==> src/rtl/share_refresh_pipe.sv <==
// Remasks NSHARES Boolean shares with fresh randomness and carries them through STAGES registers.
// Data and randomness are accepted together. Output backpressure stalls the pipeline, and bubbles collapse upstream.
module share_refresh_pipe #(
  parameter int NSHARES = 4,
  parameter int WIDTH   = 8,
  parameter int STAGES  = 2,
  parameter int MODE    = 0,
  parameter int RAND_W  = NSHARES * WIDTH
) (
  input  logic                       clk,
  input  logic                       rst,
  input  logic                       flush,
  input  logic                       in_valid,
  output logic                       in_ready,
  input  logic [NSHARES*WIDTH-1:0]   in_shares,
  input  logic                       rnd_valid,
  output logic                       rnd_ready,
  input  logic [RAND_W-1:0]          rnd,
  output logic                       out_valid,
  input  logic                       out_ready,
  output logic [NSHARES*WIDTH-1:0]   out_shares,
  output logic [15:0]                xfer_cnt
);

  localparam int DW = NSHARES * WIDTH;
  localparam int H  = WIDTH / 2 - 1;

  logic [DW-1:0]     masked;
  logic [WIDTH-1:0]  r_cur;
  logic [WIDTH-1:0]  r_prev;
  logic [STAGES-1:0] vld;
  logic [DW-1:0]     dat [STAGES];
  logic [STAGES-1:0] can;
  logic [STAGES-1:0] src_vld;
  logic [DW-1:0]     src_dat [STAGES];
  logic              fire;

  // MODE 0 flips mirrored bit pairs (j, WIDTH-1-j) together, so each pair's XOR survives.
  always_comb begin
    masked = in_shares;
    r_cur  = '0;
    r_prev = '0;
    for (int i = 0; i < NSHARES; i++) begin
      r_cur  = rnd[i*WIDTH +: WIDTH];
      r_prev = rnd[((i + NSHARES - 1) % NSHARES)*WIDTH +: WIDTH];
      if (MODE == 0) begin
        for (int j = 0; j < H; j++) begin
          masked[i*WIDTH + WIDTH - 1 - H + j] = masked[i*WIDTH + WIDTH - 1 - H + j] ^ r_cur[j];
          masked[i*WIDTH + 1 + j]             = masked[i*WIDTH + 1 + j] ^ r_cur[H-1-j];
        end
      end else begin
        masked[i*WIDTH +: WIDTH] = masked[i*WIDTH +: WIDTH] ^ r_cur ^ r_prev;
      end
    end
  end

  // A stage can take new data if it or any stage below it holds a bubble, or the output drains.
  always_comb begin
    can = '0;
    for (int k = 0; k < STAGES; k++) begin
      can[k] = out_ready;
      for (int m = k; m < STAGES; m++) begin
        if (!vld[m]) can[k] = 1'b1;
      end
    end
  end

  assign in_ready  = can[0] & ~flush & ~rst;
  assign fire      = in_valid & rnd_valid & in_ready;
  assign rnd_ready = fire;

  for (genvar k = 0; k < STAGES; k++) begin : g_src
    if (k == 0) begin : g_head
      assign src_vld[k] = fire;
      assign src_dat[k] = masked;
    end else begin : g_body
      assign src_vld[k] = vld[k-1];
      assign src_dat[k] = dat[k-1];
    end
  end

  always_ff @(posedge clk or posedge rst) begin
    if (rst) begin
      vld      <= '0;
      xfer_cnt <= '0;
      for (int k = 0; k < STAGES; k++) dat[k] <= '0;
    end else begin
      if (fire) xfer_cnt <= xfer_cnt + 16'd1;
      for (int k = 0; k < STAGES; k++) begin
        if (flush)       vld[k] <= 1'b0;
        else if (can[k]) vld[k] <= src_vld[k];
        if (can[k] && src_vld[k]) dat[k] <= src_dat[k];
      end
    end
  end

  assign out_valid  = vld[STAGES-1];
  assign out_shares = dat[STAGES-1];

endmodule

==> config.mk <==
export PLATFORM = sky130hd
export DESIGN_NAME = share_refresh_pipe
export DESIGN_NICKNAME = d
export VERILOG_FILES = /design/src/rtl/share_refresh_pipe.sv
export SDC_FILE = /design/constraint.sdc
export NUM_CORES = 1
export LEC_CHECK = 0
export CAP_MARGIN = 20
export CORE_MARGIN = 3
export CORE_UTILIZATION = 49
export CTS_CLUSTER_SIZE = 12
export DETAILED_ROUTE_END_ITERATION = 7
export GPL_ROUTABILITY_DRIVEN = 1
export PLACE_DENSITY = 0.89
export RECOVER_POWER = 25
export SETUP_SLACK_MARGIN = 0.15
export SYNTH_ARGS = -nofsm -noshare
export SYNTH_HDL_FRONTEND = slang
export SYNTH_SLANG_ARGS = --single-unit
==> constraint.sdc <==
create_clock -name clk -period 7.6 [get_ports clk]
set_input_delay 1.52 -clock clk [delete_from_list [all_inputs] [get_ports clk]]
set_output_delay 1.52 -clock clk [all_outputs]
set_load 0.005 [all_outputs]
==> qor.txt <==
status - finished clean
library cells used by synthesis - 25
Routed Antenna Nets - 0
DP Wirelength - 4900 µm
top cells by area, synth - dfrtp_1 57%, mux2_2 10%, xnor2_1 9.0%, buf_4 6.9%, nand2_1 6.1%
final hold viol count - 0
# port buffers - 100
Syn Nets - 382
Placer Congestion - 0.817
reg2reg start - vld[0]$_DFFE_PP0P_
flops & latches, synth - 82
Avg Inst Size Synth - 11.5 µm²
antenna cells - 0
Hold WS - 0.479 ns
Peak supply drop - 0.000170 V
initial antenna violation count - 0
Slew Viols, Final - 0
Required @ worst endpoint - 6.08 ns
GRT Overall Usage - 0.170
H-Tree Depth - 3
cell depth of the worst setup path - 5
Cell Chain, Critical Path - dlygate4sd3_1, and3b_2, or3_2, inv_1, clkdlybuf4s50_1
Layout fillers - 525
Reg clk slew, reported paths - 0.07 ns
Mapped Cells - 311
startpoint types - primary input
Initial Util - 0.516
Root Driver - clkbuf_8
most common cell after layout, fill and taps aside - dfrtp_1
Num CTS Buffers - 9
post_cts resized - 0
postcts setup bufs - 0
synthesized area - 3580 µm²
Clock Skew - 0.00981 ns
I/O pin cnt - 121
critical path's top delay family - buffers and inverters
CTS tree - built
Finished Layout Cells - 482
Vias - 2,340
total die area - 8370 µm²
Clock Sinks - 82
RSZ-0062 raised after global routing - false
DP Worst Slack - 1.69 ns
final setup fails - 0
critical path endpoint - rnd_ready
CP max stage delay - 0.92 ns
WP buf/inv - 3
drt pass-1 iters - 4
top cell type's share of synthesized area - 0.573
critical path's slowest cell - or3_2
Reg2Reg Capture Point - xfer_cnt[3]$_DFFE_PP0P_
Relative slew margins - 0.0639
first-pass GRT wire length - 11,400 µm
critical path class - primary input to output pin
vias in the first global route - 2,343
largest net degree at the start of global routing - 63
Leakage Power - 0.00211 µW
die extent in x - 91.5 µm
gr ovfl total - 0
hold crit path type - flop to flop
Max-Cap Viols - 0
DRT iter0 DRCs - 53
Tightest Pin Transition - 1.40 ns
Final period util - 0.787
residual DRC count - 0
Die Y-Extent - 91.5 µm
CORE AREA - 6940 µm²
Clock Latency Late Sink - 0.33 ns
Clock Tree Buf Depth - 2
Arr. time, crit path - 4.46 ns
setup TNS - 0 ns
minimum clock period - 5.98 ns
CP Launch Point - out_ready
area grow syn2layout - 30.8%
placed cell count - 465
fin nets - 452
Yosys top cell by area - dfrtp_1
Vias/cell - 4.85
Site Rows - 30
Warnings, synthesis - 0
P per Cell Area - 264 nW/µm²
hold-fix buffers at CTS - 0
most frequent cells in the layout - 82 x dfrtp_1, 78 x clkdlybuf4s50_1, 58 x nand2_1
Post-Route WL - 6770 µm
flop2flop setup slack - 5.01 ns
post-layout worst setup margin - 1.62 ns
share of layout cells above drive strength 1 - 0.140
post-synthesis sequential area ratio - 0.573
Fmax - 167 MHz
R2R depth - 5
WL/cell - 14.0 µm
CP endpoint kind - output pin
CP max FO - 62
==> power breakdown <==
group	internal, µW	switching [µW]	total (µW)
clock	218	145	363
combinational	187	93.0	280
sequential	536	58.6	595
==> per-stage QoR <==
step | instance area [µm²] | power, µW | util
CTS | 4660 | 1270 | 0.671
floorplan | 3580 | 781 | -
finish | 4690 | 1240 | 0.675
global placement | 4430 | 887 | 0.637
detailed placement | 4430 | 903 | 0.637
global route | 4690 | 1310 | 0.675
==> Yosys cell counts <==
| master | count |
|---|---|
| o21ai_0 | 24 |
| nor2_1 | 4 |
| inv_1 | 6 |
| o21ai_1 | 1 |
| buf_6 | 1 |
| buf_4 | 33 |
| nor4_1 | 2 |
| nand3_1 | 5 |
| or2_1 | 1 |
| a21oi_1 | 1 |
| nor3_1 | 1 |
| and3b_2 | 1 |
| ha_1 | 1 |
| or2b_1 | 1 |
| dfrtp_1 | 82 |
| nor3_2 | 1 |
| xor2_1 | 2 |
| buf_2 | 5 |
| clkbuf_1 | 4 |
| nand4_1 | 6 |
| mux2_2 | 32 |
| or3_1 | 1 |
| or4_4 | 1 |
| nand2_1 | 58 |
| xnor2_1 | 37 |
==> registers in the layout (all words and copies together) (netlist names) <==
register,flops
dat,32
out_shares,32
vld,2
xfer_cnt,16
==> worst min-delay path: cells and delay by family, from the launching register on <==
family	cells	cell delay (ns)
AND/OR/NAND/NOR	2	0.11
flip-flops	1	0.34
==> layer usage <==
layer  wire length (µm)  GRT usage  vias up
met5                  0          0        -
met4                104     0.0666        0
met3                295     0.0381       11
met2               3530      0.289       59
met1               2840      0.209     1146
li1                   -          -     1124
==> kinds of logic (layout without fill, tap and decap cells) <==
kind of cell / Yosys count / in the layout / share of synthesized area
flops: 82 / 82 / 0.573
buf+inv: 49 / 124 / 0.0898
mux: 32 / 32 / 0.101
xor+xnor: 39 / 39 / 0.0954
compound gates: 26 / 26 / 0.0363
simple gates: 82 / 82 / 0.102
fa+ha+maj: 1 / 1 / 0.00349
==> how the worst min path moves through the flow <==
stage | start | end | slack [ns] | depth (start not counted)
after floorplan | dat[32]$_DFFE_PP0P_ | dat[32]$_DFFE_PP0P_ | 0.44 | 2
after global placement | dat[56]$_DFFE_PP0P_ | dat[56]$_DFFE_PP0P_ | 0.45 | 2
after detailed placement | dat[48]$_DFFE_PP0P_ | dat[48]$_DFFE_PP0P_ | 0.46 | 2
after CTS | dat[63]$_DFFE_PP0P_ | dat[63]$_DFFE_PP0P_ | 0.48 | 2
after global routing | dat[63]$_DFFE_PP0P_ | dat[63]$_DFFE_PP0P_ | 0.52 | 2
final | dat[48]$_DFFE_PP0P_ | dat[48]$_DFFE_PP0P_ | 0.48 | 2
==> layout make-up <==
class,instances,area (µm²),share of cell area
clock buffers,11,131,0.0280
well taps,96,120,0.0256
multi-input cells,180,1220,0.261
clock inverters,5,103,0.0219
flip-flops and latches,82,2050,0.438
repair buffers,102,1040,0.221
inverters,6,23.8,0.00507
(Power assumes the default switching activity.)
